[src/rtl/vga_tile_wr_dma_pkg.sv]
// Shared types and helpers for the VGA tile write-address generator.
package vga_tile_wr_dma_pkg;

    typedef enum logic [1:0] {
        ST_IDLE = 2'd0,
        ST_RUN  = 2'd1,
        ST_FULL = 2'd2
    } state_t;

    localparam int DROP_W = 16;

    function automatic int max_i(input int a, input int b);
        return (a > b) ? a : b;
    endfunction

    function automatic int clamp_i(input int v, input int hi);
        return (v > hi) ? hi : v;
    endfunction

    function automatic int clog2_min1(input int v);
        return max_i(1, $clog2(v));
    endfunction

endpackage

[src/rtl/vga_tile_wr_dma_if.sv]
// Pixel-strobe in / frame-buffer write out bundle.
interface vga_tile_wr_dma_if #(
    parameter int AW = 17
);
    import vga_tile_wr_dma_pkg::*;

    logic          we_in;
    logic          done;
    logic [AW-1:0] waddr;
    logic          we_out;

    modport master (
        output we_in,
        output done,
        input  waddr,
        input  we_out
    );

    modport slave (
        input  we_in,
        input  done,
        output waddr,
        output we_out
    );

endinterface

[src/rtl/vga_tile_wr_dma_base.sv]
// Tile index to frame-buffer base address, constant multiplies only.
module vga_tile_base
    import vga_tile_wr_dma_pkg::*;
#(
    parameter int IMG_W   = 256,
    parameter int IMG_H   = 256,
    parameter int TILES_X = 2,
    parameter int TILES_Y = 1,
    localparam int FB_W = IMG_W * TILES_X,
    localparam int NT   = TILES_X * TILES_Y,
    localparam int AW   = $clog2(FB_W * IMG_H * TILES_Y),
    localparam int TW   = clog2_min1(NT)
) (
    input  logic [TW-1:0] idx,
    output logic [AW-1:0] base
);

    localparam logic [AW-1:0] TX   = AW'(TILES_X);
    localparam logic [AW-1:0] XSTP = AW'(IMG_W);
    localparam logic [AW-1:0] YSTP = AW'(IMG_H * FB_W);

    logic [AW-1:0] idx_w;
    logic [AW-1:0] tx;
    logic [AW-1:0] ty;

    assign idx_w = AW'(idx);
    assign tx    = idx_w % TX;
    assign ty    = idx_w / TX;
    assign base  = (tx * XSTP) + (ty * YSTP);

endmodule

[src/rtl/vga_tile_wr_dma.sv]
// Frame-buffer write-address generator: tile select, raster counters, drops.
module vga_tile_wr_dma
    import vga_tile_wr_dma_pkg::*;
#(
    parameter int IMG_W   = 256,
    parameter int IMG_H   = 256,
    parameter int TILES_X = 2,
    parameter int TILES_Y = 1,
    parameter int WRAP    = 0,
    localparam int FB_W = IMG_W * TILES_X,
    localparam int NT   = TILES_X * TILES_Y,
    localparam int AW   = $clog2(FB_W * IMG_H * TILES_Y),
    localparam int TW   = clog2_min1(NT)
) (
    input  logic              clk,
    input  logic              rst_n,
    input  logic              start,
    input  logic              auto_mode,
    input  logic [TW-1:0]     tile_sel,
    vga_tile_wr_dma_if.slave  bus,
    output logic              busy,
    output logic              frame_done,
    output logic [TW-1:0]     cur_tile,
    output logic [DROP_W-1:0] drop_cnt
);

    localparam int CW = clog2_min1(IMG_W);
    localparam int RW = clog2_min1(IMG_H);

    localparam logic [CW-1:0] COL_LAST = CW'(IMG_W - 1);
    localparam logic [RW-1:0] ROW_LAST = RW'(IMG_H - 1);
    localparam logic [AW-1:0] ROW_STEP = AW'(FB_W - IMG_W + 1);
    localparam logic [TW-1:0] PTR_LAST = TW'(NT - 1);

    state_t        state_q;
    state_t        state_d;
    logic [CW-1:0] col_q;
    logic [RW-1:0] row_q;
    logic [AW-1:0] waddr_q;
    logic [AW-1:0] base;
    logic [TW-1:0] ptr_q;
    logic [TW-1:0] sel_c;
    logic [TW-1:0] idx;
    logic          acc;
    logic          col_end;
    logic          last_pix;
    logic          step;
    logic          drop;

    assign sel_c = TW'(clamp_i(int'(tile_sel), NT - 1));
    assign idx   = auto_mode ? ptr_q : sel_c;

    vga_tile_base #(
        .IMG_W   (IMG_W),
        .IMG_H   (IMG_H),
        .TILES_X (TILES_X),
        .TILES_Y (TILES_Y)
    ) u_base (
        .idx  (idx),
        .base (base)
    );

    // A start in the same cycle wins over the pixel strobe.
    assign acc      = bus.we_in & (state_q == ST_RUN) & ~start;
    assign col_end  = (col_q == COL_LAST);
    assign last_pix = acc & col_end & (row_q == ROW_LAST);
    assign step     = acc & ~last_pix;
    assign drop     = bus.we_in & ~acc;

    assign bus.we_out = acc;
    assign bus.waddr  = waddr_q;
    assign busy       = (state_q == ST_RUN);

    always_comb begin
        state_d = state_q;
        unique case (1'b1)
            start:    state_d = ST_RUN;
            last_pix: state_d = ST_FULL;
            default:  ;
        endcase
    end

    always_ff @(posedge clk or negedge rst_n) begin
        if (!rst_n) begin
            state_q <= ST_IDLE;
        end else begin
            state_q <= state_d;
        end
    end

    always_ff @(posedge clk or negedge rst_n) begin
        if (!rst_n) begin
            waddr_q    <= '0;
            col_q      <= '0;
            row_q      <= '0;
            cur_tile   <= '0;
            frame_done <= 1'b0;
        end else begin
            frame_done <= last_pix;
            unique case (1'b1)
                start: begin
                    waddr_q  <= base;
                    col_q    <= '0;
                    row_q    <= '0;
                    cur_tile <= idx;
                end
                step: begin
                    if (col_end) begin
                        col_q   <= '0;
                        row_q   <= row_q + 1'b1;
                        waddr_q <= waddr_q + ROW_STEP;
                    end else begin
                        col_q   <= col_q + 1'b1;
                        waddr_q <= waddr_q + 1'b1;
                    end
                end
                default: ;
            endcase
        end
    end

    // Pointer for the next auto-selected frame; start samples the old value.
    always_ff @(posedge clk or negedge rst_n) begin
        if (!rst_n) begin
            ptr_q <= '0;
        end else if ((NT > 1) && bus.done) begin
            if (ptr_q == PTR_LAST) begin
                ptr_q <= (WRAP != 0) ? '0 : PTR_LAST;
            end else begin
                ptr_q <= ptr_q + 1'b1;
            end
        end
    end

    always_ff @(posedge clk or negedge rst_n) begin
        if (!rst_n) begin
            drop_cnt <= '0;
        end else if (drop && (drop_cnt != '1)) begin
            drop_cnt <= drop_cnt + 1'b1;
        end
    end

endmodule
[src/flat_wrapper.sv]
// flat-port wrapper written by rule: the top's interface ports become plain ports
module vga_tile_wr_dma_flat import vga_tile_wr_dma_pkg::*;
#(
    parameter int IMG_W   = 256,
    parameter int IMG_H   = 256,
    parameter int TILES_X = 2,
    parameter int TILES_Y = 1,
    parameter int WRAP    = 0,
    localparam int FB_W = IMG_W * TILES_X,
    localparam int NT   = TILES_X * TILES_Y,
    localparam int AW   = $clog2(FB_W * IMG_H * TILES_Y),
    localparam int TW   = clog2_min1(NT)
)
  (clk, rst_n, start, auto_mode, tile_sel, busy, frame_done, cur_tile, drop_cnt, bus_we_in, bus_done, bus_waddr, bus_we_out);
  vga_tile_wr_dma_if bus_i ();
  input  logic clk;
  input  logic rst_n;
  input  logic start;
  input  logic auto_mode;
  input  logic [TW-1:0] tile_sel;
  output logic busy;
  output logic frame_done;
  output logic [TW-1:0] cur_tile;
  output logic [DROP_W-1:0] drop_cnt;
  input wire logic [$bits(bus_i.we_in)-1:0] bus_we_in;
  input wire logic [$bits(bus_i.done)-1:0] bus_done;
  output wire logic [$bits(bus_i.waddr)-1:0] bus_waddr;
  output wire logic [$bits(bus_i.we_out)-1:0] bus_we_out;
  assign bus_i.we_in = bus_we_in;
  assign bus_i.done = bus_done;
  assign bus_waddr = bus_i.waddr;
  assign bus_we_out = bus_i.we_out;
  vga_tile_wr_dma #(.IMG_W(IMG_W), .IMG_H(IMG_H), .TILES_X(TILES_X), .TILES_Y(TILES_Y), .WRAP(WRAP)) u_core (.clk(clk), .rst_n(rst_n), .start(start), .auto_mode(auto_mode), .tile_sel(tile_sel), .bus(bus_i), .busy(busy), .frame_done(frame_done), .cur_tile(cur_tile), .drop_cnt(drop_cnt));
endmodule
[config.mk]
export PLATFORM = sky130hd
export DESIGN_NAME = vga_tile_wr_dma_flat
export DESIGN_NICKNAME = d
export VERILOG_FILES = /design/src/rtl/vga_tile_wr_dma_pkg.sv /design/src/rtl/vga_tile_wr_dma_if.sv /design/src/rtl/vga_tile_wr_dma_base.sv /design/src/rtl/vga_tile_wr_dma.sv /design/src/flat_wrapper.sv
export SDC_FILE = /design/constraint.sdc
export NUM_CORES = 1
export LEC_CHECK = 0
export BUFFER_PORTS_ARGS = -buffer_cell sky130_fd_sc_hd__buf_4
export CORE_MARGIN = 3
export CORE_UTILIZATION = 42
export DETAILED_ROUTE_END_ITERATION = 10
export PLACE_DENSITY_LB_ADDON = 0.2
export SLEW_MARGIN = 20
export SYNTH_ARGS = -nofsm -noshare
export SYNTH_HDL_FRONTEND = slang
export SYNTH_SLANG_ARGS = --single-unit
[constraint.sdc]
create_clock -name clk -period 2.8 [get_ports clk]
set_input_delay 0.28 -clock clk [delete_from_list [all_inputs] [get_ports clk]]
set_output_delay 0.28 -clock clk [all_outputs]
set_load 0.02 [all_outputs]
======== After elaboration in Yosys (flattened, before gate mapping) ========
Cells that the tools add are included.
storage, ports and cells
  register bits after elaboration ......... 54
  logic and storage cells ................. 41
operators by class
  add/sub/neg operators ................... 6
  equality and inequality tests ........... 5
  multiplexer cells ....................... 9
  bitwise operators ....................... 9
  reduce and logical (&&, ||, !) cells .... 4
operators with widths
  kind                                                   count
  one-hot mux 17 bit (2 select lines)                    1
  one-hot mux 8 bit (2 select lines)                     2
  adder 17 x 1 -> 17 bit, second input constant          1
  adder 17 x 9 -> 17 bit, second input constant          1
  2-to-1 mux 17 bit                                      1
  adder 16 x 1 -> 16 bit, second input constant          1
  adder 8 x 1 -> 8 bit, second input constant            2
  equality test 8 bit, second input constant             2
  2-to-1 mux 8 bit                                       2
  inequality test 16 bit, second input constant          1
  bitwise AND 1 bit                                      6
  one-hot mux 2 bit (2 select lines)                     1
  nonzero test 2 bit                                     2
  inverter 1 bit                                         3
  equality test 2 x 1 -> 1 bit, second input constant    1
  2-to-1 mux 1 bit                                       2
  inequality test 2 x 1 -> 1 bit, second input constant  1
  AND reduction 2 bit                                    1
  adder 1 bit, second input constant                     1
  logical AND 1 bit                                      1

======== Depth between registers and ports, before layout ========
Gate-level depths: netlist of run 1.
  word-level depth ........................ 9
  depth in mapped cells ................... 11
  depth with buffers taken out ............ 10

======== Hierarchy ========
A second synthesis of run 1 with hierarchy kept.
second synthesis, totals
  cell total of the unflattened synthesis .. 313
  area, all modules ....................... 3,034.2 µm²
by module, submodules not included
  module           instances  cells an instance  area an instance (µm²)
  vga_tile_wr_dma  1          295                2,902.8
  vga_tile_base    1          18                 131.4

======== Worst setup path before layout of run 1 ========
OpenSTA, ideal clock, no wires.
  kind .................................... reg-to-reg
  start point ............................. register u_core.col_q[0]
  end point ............................... register u_core.waddr_q[10] (netlist: u_core.bus.waddr[10])
  library setup time ...................... 0.132 ns
  arrival time ............................ 2.417 ns
  required time ........................... 2.668 ns
  setup slack ............................. 0.251 ns
  stages on the path, launching flop included .. 12
  clock period less this slack ............ 2.549 ns
  cells stage by stage .................... dfrtp_1 -> ha_1 -> and4_4 -> nand4_4 -> inv_2 -> buf_2 -> ha_1 -> and3_1 -> a41oi_2 -> a2111oi_2 -> xnor2_1 -> nor2_1
between the ends
  longest elaborated chain between the ends .. 6
  elaborated cells on any way between the ends .. 8
  those cells by class .................... eq/ne: 1; mux: 2; bitwise: 4; reduce/logical: 1
ends and longest elaborated chain
  what                                                                       RTL line                RTL
  start: declaration                                                         vga_tile_wr_dma.sv:37   logic [CW-1:0] col_q;
  start signal: assignment                                                   vga_tile_wr_dma.sv:113  col_q <= col_q + 1'b1;
  equality test 8 bit (*)                                                    vga_tile_wr_dma.sv:65   assign col_end = (col_q == COL_LAST);
  bitwise AND 1 bit (2 in series)                                            vga_tile_wr_dma.sv:66   assign last_pix = acc & col_end & (row_q == ROW_LAST);
  inverter 1 bit                                                             vga_tile_wr_dma.sv:67   assign step = acc & ~last_pix;
  bitwise AND 1 bit                                                          vga_tile_wr_dma.sv:67
  one-hot mux 17 bit (2 select lines) or nonzero test 2 bit (tied branches)  -
  end signal: assignment                                                     vga_tile_wr_dma.sv:102  waddr_q <= base;
  end signal: assignment                                                     vga_tile_wr_dma.sv:111  waddr_q <= waddr_q + ROW_STEP;
  end signal: assignment                                                     vga_tile_wr_dma.sv:114  waddr_q <= waddr_q + 1'b1;
  end: declaration                                                           vga_tile_wr_dma.sv:39   logic [AW-1:0] waddr_q;
Mark *: on every way between the ends. The rest lies on a longest branch, timed or not.
A chain may end at the register's enable or synchronous reset.

======== Worst setup path in the final report of run 1 ========
Same ends and word-level chain as after synthesis.

==> results of run 1 <==
[worst reg2reg max path: stages, from the launching register on]
cell and delay (ns):
dfrtp_1 0.43, ha_1 0.26, and4_4 0.21, nand4_4 0.12, inv_2 0.05, ha_1 0.30
and3_1 0.19, a41oi_2 0.21, a2111oi_2 0.43, xnor2_1 0.16, nor2_1 0.05
[metrics by stage]
stage / setup slack (ns) / utilization (%)
global placement: 0.369 / 49.9
CTS: 0.244 / 51.3
global route: 0.0288 / 51.3
floorplan: 0.251 / -
finish: 0.254 / 51.3
detailed placement: 0.266 / 49.9
[sequential cells by signal, indices dropped and copies added, names as in the netlist]
name / count
u_core.col_q: 8
u_core.cur_tile: 1
u_core.ptr_q: 1
u_core.state_q: 2
u_core.frame_done: 1
u_core.drop_cnt: 16
u_core.bus.waddr: 17
u_core.row_q: 8
[cells in the final DEF, fill, tap and decap left out, drive strengths merged, types with 2 or more instances in the layout]
master,n
inv,4
a31oi,6
and4,6
nand2b,8
ha,5
a2111oi,5
a211oi,3
a41oi,2
or2,3
nand3b,5
o21ai,7
nand4,12
o211ai,3
nor3,7
nor2,23
clkinv,2
mux2i,6
nand2,19
mux2,3
clkbuf,7
a21oi,8
and4b,2
xnor2,23
or3,2
o32ai,2
and3,9
xor2,6
dfrtp,54
nand3,19
buf,45
[routing by layer]
metal  routed length [microns]  part of all wire [%]  up-vias
met5                         0                     0        -
met4                        52                  0.89        0
met3                       263                   4.5        5
met2                      2710                    46       43
met1                      2830                    48     1044
li1                          -                     -     1073
[cell type report]
| type | count | area share, % |
|---|---|---|
| multi-input combinational | 204 | 43.1 |
| clock buffer | 7 | 2.59 |
| timing repair buffer | 45 | 10.1 |
| tap | 77 | 2.89 |
| clock inverter | 1 | 0.150 |
| inverter | 5 | 0.563 |
| sequential | 54 | 40.6 |
[path summary, 6_finish.rpt]
path / endpoint / startpoint / cells past startpoint / slack (ns)
worst max-delay path: u_core.bus.waddr[10]$_DFFE_PN0P_ / u_core.col_q[0]$_DFFE_PN0P_ / 10 / 0.25
max in group asynchronous: u_core.bus.waddr[16]$_DFFE_PN0P_ / rst_n / 1 / 2.33
min in group clk: u_core.ptr_q$_DFFE_PN0P_ / bus_done / 2 / 0.16
worst min-delay path: u_core.drop_cnt[9]$_DFFE_PN0P_ / rst_n / 1 / 0.0008
worst max register to register: u_core.bus.waddr[10]$_DFFE_PN0P_ / u_core.col_q[0]$_DFFE_PN0P_ / 10 / 0.25
worst min register to register: u_core.cur_tile$_DFFE_PN0P_ / u_core.cur_tile$_DFFE_PN0P_ / 1 / 0.49
[report_power, final]
| part | internal [mW] | switching [mW] | total (mW) |
|---|---|---|---|
| registers | 0.829 | 0.0662 | 0.895 |
| clock network | 0.200 | 0.247 | 0.447 |
| logic | 0.127 | 0.153 | 0.280 |
| total | 1.16 | 0.466 | 1.62 |
[kinds of logic after synthesis]
kind of cell / count (synthesis)
DFF: 54
and+or+nand+nor: 122
buffers and inverters: 17
muxes: 9
xor gates and xnor gates: 29
adders and majority gates: 5
AOI/OAI and AO/OA: 39
==> flow_metrics.py, run 1 <==
metrics = {
    "timing": {
        "timing.fmax_mhz": 393,
        "tightest_slew_ns": 0.688,
        "finalMaxSlewViolations": 0,
        "hold_viol_final": 0,
        "finalSetupViolCount": 0,
        "setup_tns_ns": 0,
        "period_minus_slack_ns": 2.55,
        "clock_skew_ns": 0.00841,
        "rsz0062_at_grt": "false",
        "finalCritPeriodShare_pct": 90.9,
        "relSlewSlack_pct": 54.1,
        "whs_ns": 0.000844,
    },
    "floorplanning": {
        "start_util_pct": 44.5,
        "boundaryPins": 44,
        "rows": 29,
        "coreArea_sq_um": 6490,
        "die_height_microns": 88.9,
        "dieArea_sq_um": 7910,
        "die_w_microns": 88.9,
    },
    "global_route": {
        "first_global_vias": 2144,
        "busiest_layer": "met2",
        "grt_overflow": 0,
        "grt_use_met2_pct": 26.2,
        "antenna_found_initial": 0,
        "grt_start_max_net_pins": 55,
        "grt.met3_usage_pct": 2.86,
        "use_met1_pct": 22.2,
        "grt_pass1_wl_microns": 10100,
        "grtUsageTotal_pct": 16.1,
    },
    "yosys": {
        "synth.top_cells.by_count": "54 x dfrtp_1, 23 x nor2_1, 23 x xnor2_1, 19 x nand2_1, 17 x nand3_1",
        "syn_avg_cell_area_sq_um": 10.5,
        "synth_largest_area_cell": "dfrtp_1",
        "syn_inst": 275,
        "synth-simple-area-share_pct": 24.5,
        "synth_xor_area_share_pct": 8.79,
        "synth-seq-cells": 54,
        "synth.most_common_cell": "dfrtp_1",
        "synth_compound_area_share_pct": 11.0,
        "synth_top_family_by_area": "simple AND/OR/NAND/NOR gates",
        "synth_area_sq_um": 2890,
        "ys.flop_type": "dfrtp_1",
        "synth_nets": 287,
        "synth_top_area_share_pct": 46.8,
        "synth_cell_types": 56,
        "synth_mux_area_share_pct": 3.25,
        "synth_area_leaders": "dfrtp_1 47%, xnor2_1 7.0%, nor2_1 3.0%",
        "yosys_warnings": 0,
        "synth_edf_count": 0,
        "synthAdderAreaFrac_pct": 2.17,
        "seq_area_frac_synth_pct": 46.8,
        "async_reset_ff_share_pct": 100,
    },
    "placement": {
        "dp.cells": 385,
        "dp_hpwl_microns": 3920,
        "port_buffers": 43,
        "gp_congestion": 0.772,
        "dpl_cell_area_sq_um": 3240,
    },
    "clock_network": {
        "cts_setup_buffers": 0,
        "clk_pin_slew_worst_paths_ns": 0.10,
        "numCtsBuffers": 5,
        "cts_tree": "done",
        "clock-sinks": 54,
        "clock_path_buffers": 2,
        "clk_latency_ns": 0.30,
        "cts-htree-levels": 2,
        "ctsResizeCount": 0,
        "ctsHoldBuffers": 0,
        "cts-root-buf": "clkbuf_8",
    },
    "worst_setup_path": {
        "cpLargestDelayFamily": "compound AO/OA/AOI/OAI gates",
        "crit_type": "reg2reg",
        "cp_data_arrival_time_ns": 2.72,
        "critPathBufInv": 1,
        "slowest_delay_ns": 0.43,
        "cp_slowest_cell": "dfrtp_1",
        "timing.critical_path.mode_cell": "ha_1",
        "crit_chain": "ha_1, and4_4, nand4_4, inv_2, ha_1, and3_1, a41oi_2, a2111oi_2, xnor2_1, nor2_1",
        "worstSetupStartpointType": "register",
        "cp-end-kind": "register",
        "cp_data_required_time_ns": 2.98,
        "critPathMaxFanout": 5,
    },
    "final_layout": {
        "fin_cells": 393,
        "syn_to_final_growth_pct": 15.3,
        "seqCellArea_sq_um": 1350,
        "diodes": 0,
        "design_area_sq_um": 3330,
        "nFillCells": 605,
        "nets": 327,
        "drive_gt1_share_pct": 23.7,
        "multi_input_area_sq_um": 1440,
    },
    "routing": {
        "initialDrtViolationCount": 152,
        "via_count": 2165,
        "route.detailed.drc": 0,
        "routedWlPerCell_microns": 14.9,
        "antenna_left": 0,
        "wirelength_microns": 5850,
        "drt_first_pass_iters": 4,
        "vias_per_cell": 5.51,
    },
    "power": {
        "p_per_area_nw_per_um2": 487,
        "p_leak_nw": 1.47,
        "total_power_mw": 1.62,
        "ir_drop_v": 0.000215,
    },
    "job": {
        "max_cap_violations": 0,
    },
    "min_path": {
        "hold_path_class": "in2async",
    },
    "run_status": {
        "status": "finished clean",
    },
}
Power figures use the tool's default switching activity.
==> run 2: changes to the inputs <==
SKIP_LAST_GASP = 1   (was default)
clock period = 2.6 ns   (was 2.8 ns; I/O delays follow)
==> flow_metrics.py, run 2 (synthesized netlist as in run 1, its figures left out) <==
metrics = {
    "run_status": {
        "status": "complete, but fails checks",
        "violations": "hold timing",
    },
    "clock_network": {
        "ctsHoldBuffers": 0,
        "cts_tree": "done",
        "clk_latency_ns": 0.30,
        "cts-htree-levels": 2,
        "ctsResizeCount": 0,
        "clock-sinks": 54,
        "numCtsBuffers": 5,
        "clk_pin_slew_worst_paths_ns": 0.09,
        "cts_setup_buffers": 0,
        "clock_path_buffers": 2,
        "cts-root-buf": "clkbuf_8",
    },
    "final_layout": {
        "drive_gt1_share_pct": 23.7,
        "largest_reg_flops": 17,
        "final_common_cell": "dfrtp_1",
        "final_util_pct": 51.3,
        "syn_to_final_growth_pct": 15.3,
        "fin_cells": 394,
        "diodes": 0,
        "layout_common_cells": "54 x dfrtp_1, 47 x buf_4, 23 x nor2_1, 23 x xnor2_1, 19 x nand2_1",
        "nets": 329,
    },
    "global_route": {
        "grt_start_max_net_pins": 55,
        "antenna_found_initial": 0,
        "grt_overflow": 0,
        "grtUsageTotal_pct": 16.2,
        "first_global_vias": 2123,
        "grt_pass1_wl_microns": 10000,
    },
    "timing": {
        "whs_ns": -0.0202,
        "finalMaxSlewViolations": 0,
        "relSlewSlack_pct": 54.2,
        "hold_viol_final": 12,
        "period_minus_slack_ns": 2.51,
        "tightest_slew_ns": 0.687,
        "timing.fmax_mhz": 399,
        "clock_skew_ns": 0.00275,
        "finalSetupViolCount": 0,
        "rsz0062_at_grt": "true",
        "finalCritPeriodShare_pct": 96.4,
    },
    "floorplanning": {
        "dieArea_sq_um": 7910,
        "rows": 29,
        "start_util_pct": 44.5,
        "coreArea_sq_um": 6490,
        "die_w_microns": 88.9,
        "die_height_microns": 88.9,
        "boundaryPins": 44,
    },
    "worst_setup_path": {
        "crit_type": "reg2reg",
        "cp_data_arrival_time_ns": 2.69,
        "critPathMaxFanout": 5,
        "worstSetupStartpointType": "register",
        "cp_data_required_time_ns": 2.79,
        "cp-end-kind": "register",
    },
    "power": {
        "ir_drop_v": 0.000191,
        "p_leak_nw": 1.47,
        "p_per_area_nw_per_um2": 514,
    },
    "routing": {
        "via_count": 2192,
        "vias_per_cell": 5.56,
        "antenna_left": 0,
        "routedWlPerCell_microns": 14.6,
        "drt_first_pass_iters": 4,
        "route.detailed.drc": 0,
        "wirelength_microns": 5750,
        "initialDrtViolationCount": 108,
    },
    "placement": {
        "dp_hpwl_microns": 3920,
        "port_buffers": 43,
        "dp.cells": 387,
        "gp_congestion": 0.773,
    },
    "job": {
        "max_cap_violations": 0,
    },
    "min_path": {
        "hold_path_class": "in2async",
    },
}
## run 2: cell count changes in the layout (fill, tap and decap cells not counted)
cell,before,now
buf_4,45,47
clkbuf_1,1,2
clkbuf_8,6,5
clkinv_2,1,0
## run 2: final timing paths
check | startpoint | end | slack [ns] | cells past startpoint
worst max-delay path | u_core.col_q[0]$_DFFE_PN0P_ | u_core.bus.waddr[14]$_DFFE_PN0P_ | 0.09 | 10
worst min-delay path | rst_n | u_core.drop_cnt[10]$_DFFE_PN0P_ | -0.02 | 1
worst max register to register | u_core.col_q[0]$_DFFE_PN0P_ | u_core.bus.waddr[14]$_DFFE_PN0P_ | 0.09 | 10
worst min register to register | u_core.ptr_q$_DFFE_PN0P_ | u_core.ptr_q$_DFFE_PN0P_ | 0.48 | 1
max in group asynchronous | rst_n | u_core.bus.waddr[11]$_DFFE_PN0P_ | 2.16 | 1
min in group clk | bus_done | u_core.ptr_q$_DFFE_PN0P_ | 0.14 | 2
## run 2: per-stage QoR
step / setup TNS [ns] / setup WS (ns) / power (mW) / cell area (sq um)
finish: 0 / 0.0943 / 1.71 / 3330
global route: -0.325 / -0.0612 / 1.82 / 3330
CTS: 0 / 0.0875 / 1.74 / 3330
detailed placement: 0 / 0.0903 / 1.29 / 3260
global placement: 0 / 0.158 / 1.28 / 3260
floorplan: 0 / 0.0513 / 1.15 / 2890
## run 2: critical path, cell delays in order (launching register included)
cell	delay [ns]
dfrtp_1	0.42
ha_1	0.25
and4_4	0.21
nand4_4	0.12
inv_2	0.05
ha_1	0.29
and3_1	0.19
a41oi_2	0.22
a2111oi_2	0.41
xnor2_1	0.16
nor2_1	0.05
## run 2: area by class of cell
cell class / count / area (sq um)
Tap cell: 77 / 96.3
Timing Repair Buffer: 47 / 353
Sequential cell: 54 / 1350
Multi-Input combinational cell: 204 / 1440
Fill cell: 617 / 3160
Clock buffer: 7 / 76.3
Inverter: 5 / 18.8
## run 2: report_power, final
group,internal [mW],leakage (nW),switching [mW]
Combinational,0.138,0.707,0.165
Sequential,0.892,0.723,0.0702
Clock,0.186,0.0383,0.262
Total,1.22,1.47,0.497
## run 2: metal layers
metal,global-route usage [%],up-vias,wire [microns]
li1,-,1073,-
met1,20.2,1054,2700
met2,28.3,60,2660
met3,3.32,5,316
met4,4.47,0,69
met5,0,-,0
==> run 3: changes to the inputs <==
CTS_BUF_LIST = sky130_fd_sc_hd__clkbuf_2 sky130_fd_sc_hd__clkbuf_4 sky130_fd_sc_hd__clkbuf_8   (was default)
CTS_CLUSTER_SIZE = 20   (was default)
==> flow_metrics.py, run 3 (synthesized netlist as in run 1, its figures left out) <==
metrics = {
    "run_status": {
        "status": "complete, but fails checks",
        "violations": "hold timing",
    },
    "timing": {
        "relSlewSlack_pct": 53.7,
        "tightest_slew_ns": 0.694,
        "hold_viol_final": 8,
        "clock_skew_ns": 0.00473,
        "rsz0062_at_grt": "true",
        "finalCritPeriodShare_pct": 96.2,
        "whs_ns": -0.0178,
        "finalMaxSlewViolations": 0,
        "period_minus_slack_ns": 2.50,
        "setup_ws_ns": 0.0978,
        "timing.fmax_mhz": 400,
        "finalSetupViolCount": 0,
    },
    "placement": {
        "dp_hpwl_microns": 3920,
        "dp.cells": 387,
        "dpl_cell_area_sq_um": 3260,
        "gp_congestion": 0.773,
        "port_buffers": 43,
        "pre_cts_ws_ns": 0.0903,
    },
    "final_layout": {
        "design_area_sq_um": 3340,
        "nets": 329,
        "largest_reg_flops": 17,
        "drive_gt1_share_pct": 24.3,
        "fin_cells": 394,
        "syn_to_final_growth_pct": 15.6,
        "final_util_pct": 51.4,
        "diodes": 0,
        "layout_common_cells": "54 x dfrtp_1, 47 x buf_4, 23 x nor2_1, 23 x xnor2_1, 19 x nand2_1",
        "final_common_cell": "dfrtp_1",
    },
    "worst_setup_path": {
        "reg2reg_depth": 10,
        "cp-end-kind": "register",
        "cp_slowest_cell": "dfrtp_1",
        "critPathMaxFanout": 5,
        "slowest_delay_ns": 0.42,
        "timing.critical_path.mode_cell": "ha_1",
        "worstReg2RegStart": "u_core.col_q[0]$_DFFE_PN0P_",
        "worstSetupStartpointType": "register",
        "crit_type": "reg2reg",
        "crit_cells": 10,
        "critical_path.startpoint": "u_core.col_q[0]$_DFFE_PN0P_",
        "cp_data_arrival_time_ns": 2.69,
        "crit_chain": "ha_1, and4_4, nand4_4, inv_2, ha_1, and3_1, a41oi_2, a2111oi_2, xnor2_1, nor2_1",
        "critPathBufInv": 1,
        "cpLargestDelayFamily": "compound AO/OA/AOI/OAI gates",
        "cp_data_required_time_ns": 2.79,
    },
    "clock_network": {
        "clk_pin_slew_worst_paths_ns": 0.09,
        "numCtsBuffers": 5,
        "cts_tree": "done",
        "cts-root-buf": "clkbuf_8",
        "cts_setup_buffers": 0,
        "clock-sinks": 54,
        "ctsResizeCount": 0,
        "clock_path_buffers": 2,
        "clk_latency_ns": 0.31,
        "ctsHoldBuffers": 0,
        "cts-htree-levels": 2,
    },
    "min_path": {
        "hold_path_class": "in2async",
    },
    "routing": {
        "via_count": 2187,
        "drt_first_pass_iters": 4,
        "antenna_left": 0,
        "wirelength_microns": 5790,
        "routedWlPerCell_microns": 14.7,
        "initialDrtViolationCount": 108,
        "route.detailed.drc": 0,
        "vias_per_cell": 5.55,
    },
    "power": {
        "intPower_mw": 1.24,
        "p_leak_nw": 1.48,
        "seqPwrFrac_pct": 55.3,
        "p_switching_uw": 502,
        "switching_share_pct": 28.8,
        "ir_drop_v": 0.000192,
        "p_per_area_nw_per_um2": 521,
        "power_frac_comb_pct": 17.5,
        "power.share.clock_pct": 27.2,
    },
    "floorplanning": {
        "coreArea_sq_um": 6490,
        "rows": 29,
        "dieArea_sq_um": 7910,
        "start_util_pct": 44.5,
        "boundaryPins": 44,
        "die_w_microns": 88.9,
        "die_height_microns": 88.9,
    },
    "global_route": {
        "grt_overflow": 0,
        "grt_pass1_wl_microns": 10000,
        "first_global_vias": 2125,
        "grtUsageTotal_pct": 16.2,
        "grt_start_max_net_pins": 55,
        "antenna_found_initial": 0,
    },
    "job": {
        "max_cap_violations": 0,
    },
}
## run 3: cell counts in the layout (fill, tap and decap cells not counted)
Identical to the previous run, type by type.
## run 3: worst register-to-register path, stage by stage (launching register included)
cell       delay, ns
dfrtp_1         0.42
ha_1            0.25
and4_4          0.21
nand4_4         0.12
inv_2           0.05
ha_1            0.29
and3_1          0.19
a41oi_2         0.22
a2111oi_2       0.41
xnor2_1         0.16
nor2_1          0.05
## run 3: path summary, 6_finish.rpt
path	endpoint	slack, ns
setup reg to reg	u_core.bus.waddr[14]$_DFFE_PN0P_	0.1
hold / removal	u_core.drop_cnt[10]$_DFFE_PN0P_	-0.02
max in group asynchronous	u_core.bus.waddr[11]$_DFFE_PN0P_	2.15
setup / recovery	u_core.bus.waddr[14]$_DFFE_PN0P_	0.1
hold reg to reg	u_core.ptr_q$_DFFE_PN0P_	0.48
min in group clk	u_core.ptr_q$_DFFE_PN0P_	0.14
## run 3: power by group through the flow
stage               logic, mW  clock network (mW)  registers (mW)
global placement        0.303                   0           0.978
global route            0.341               0.526           0.975
floorplan               0.123                   0            1.02
detailed placement      0.308                   0           0.978
CTS                     0.309               0.490           0.962
finish                  0.304               0.473           0.963
## run 3: layout make-up
cell class                      count  area (sq um)
Clock buffer                        7          83.8
Fill cell                         615          3160
Inverter                            5          18.8
Multi-Input combinational cell    204          1440
Sequential cell                    54          1350
Tap cell                           77          96.3
Timing Repair Buffer               47           353
## run 3: per-layer routing
metal  vias to the layer above  part of all wire, %  GRT usage [%]
met5                         -                    0              0
met2                        54                   46           28.2
met4                         0                  1.2           4.47
li1                       1071                    -              -
met3                         5                  5.2           3.32
met1                      1057                   47           20.4
## run 3: per-stage QoR
stage	power (mW)	TNS [ns]
2_1_floorplan	1.15	0
4_1_cts	1.76	0
5_1_grt	1.84	-0.328
3_5_place_dp	1.29	0
3_3_place_gp	1.28	0
6_report	1.74	0
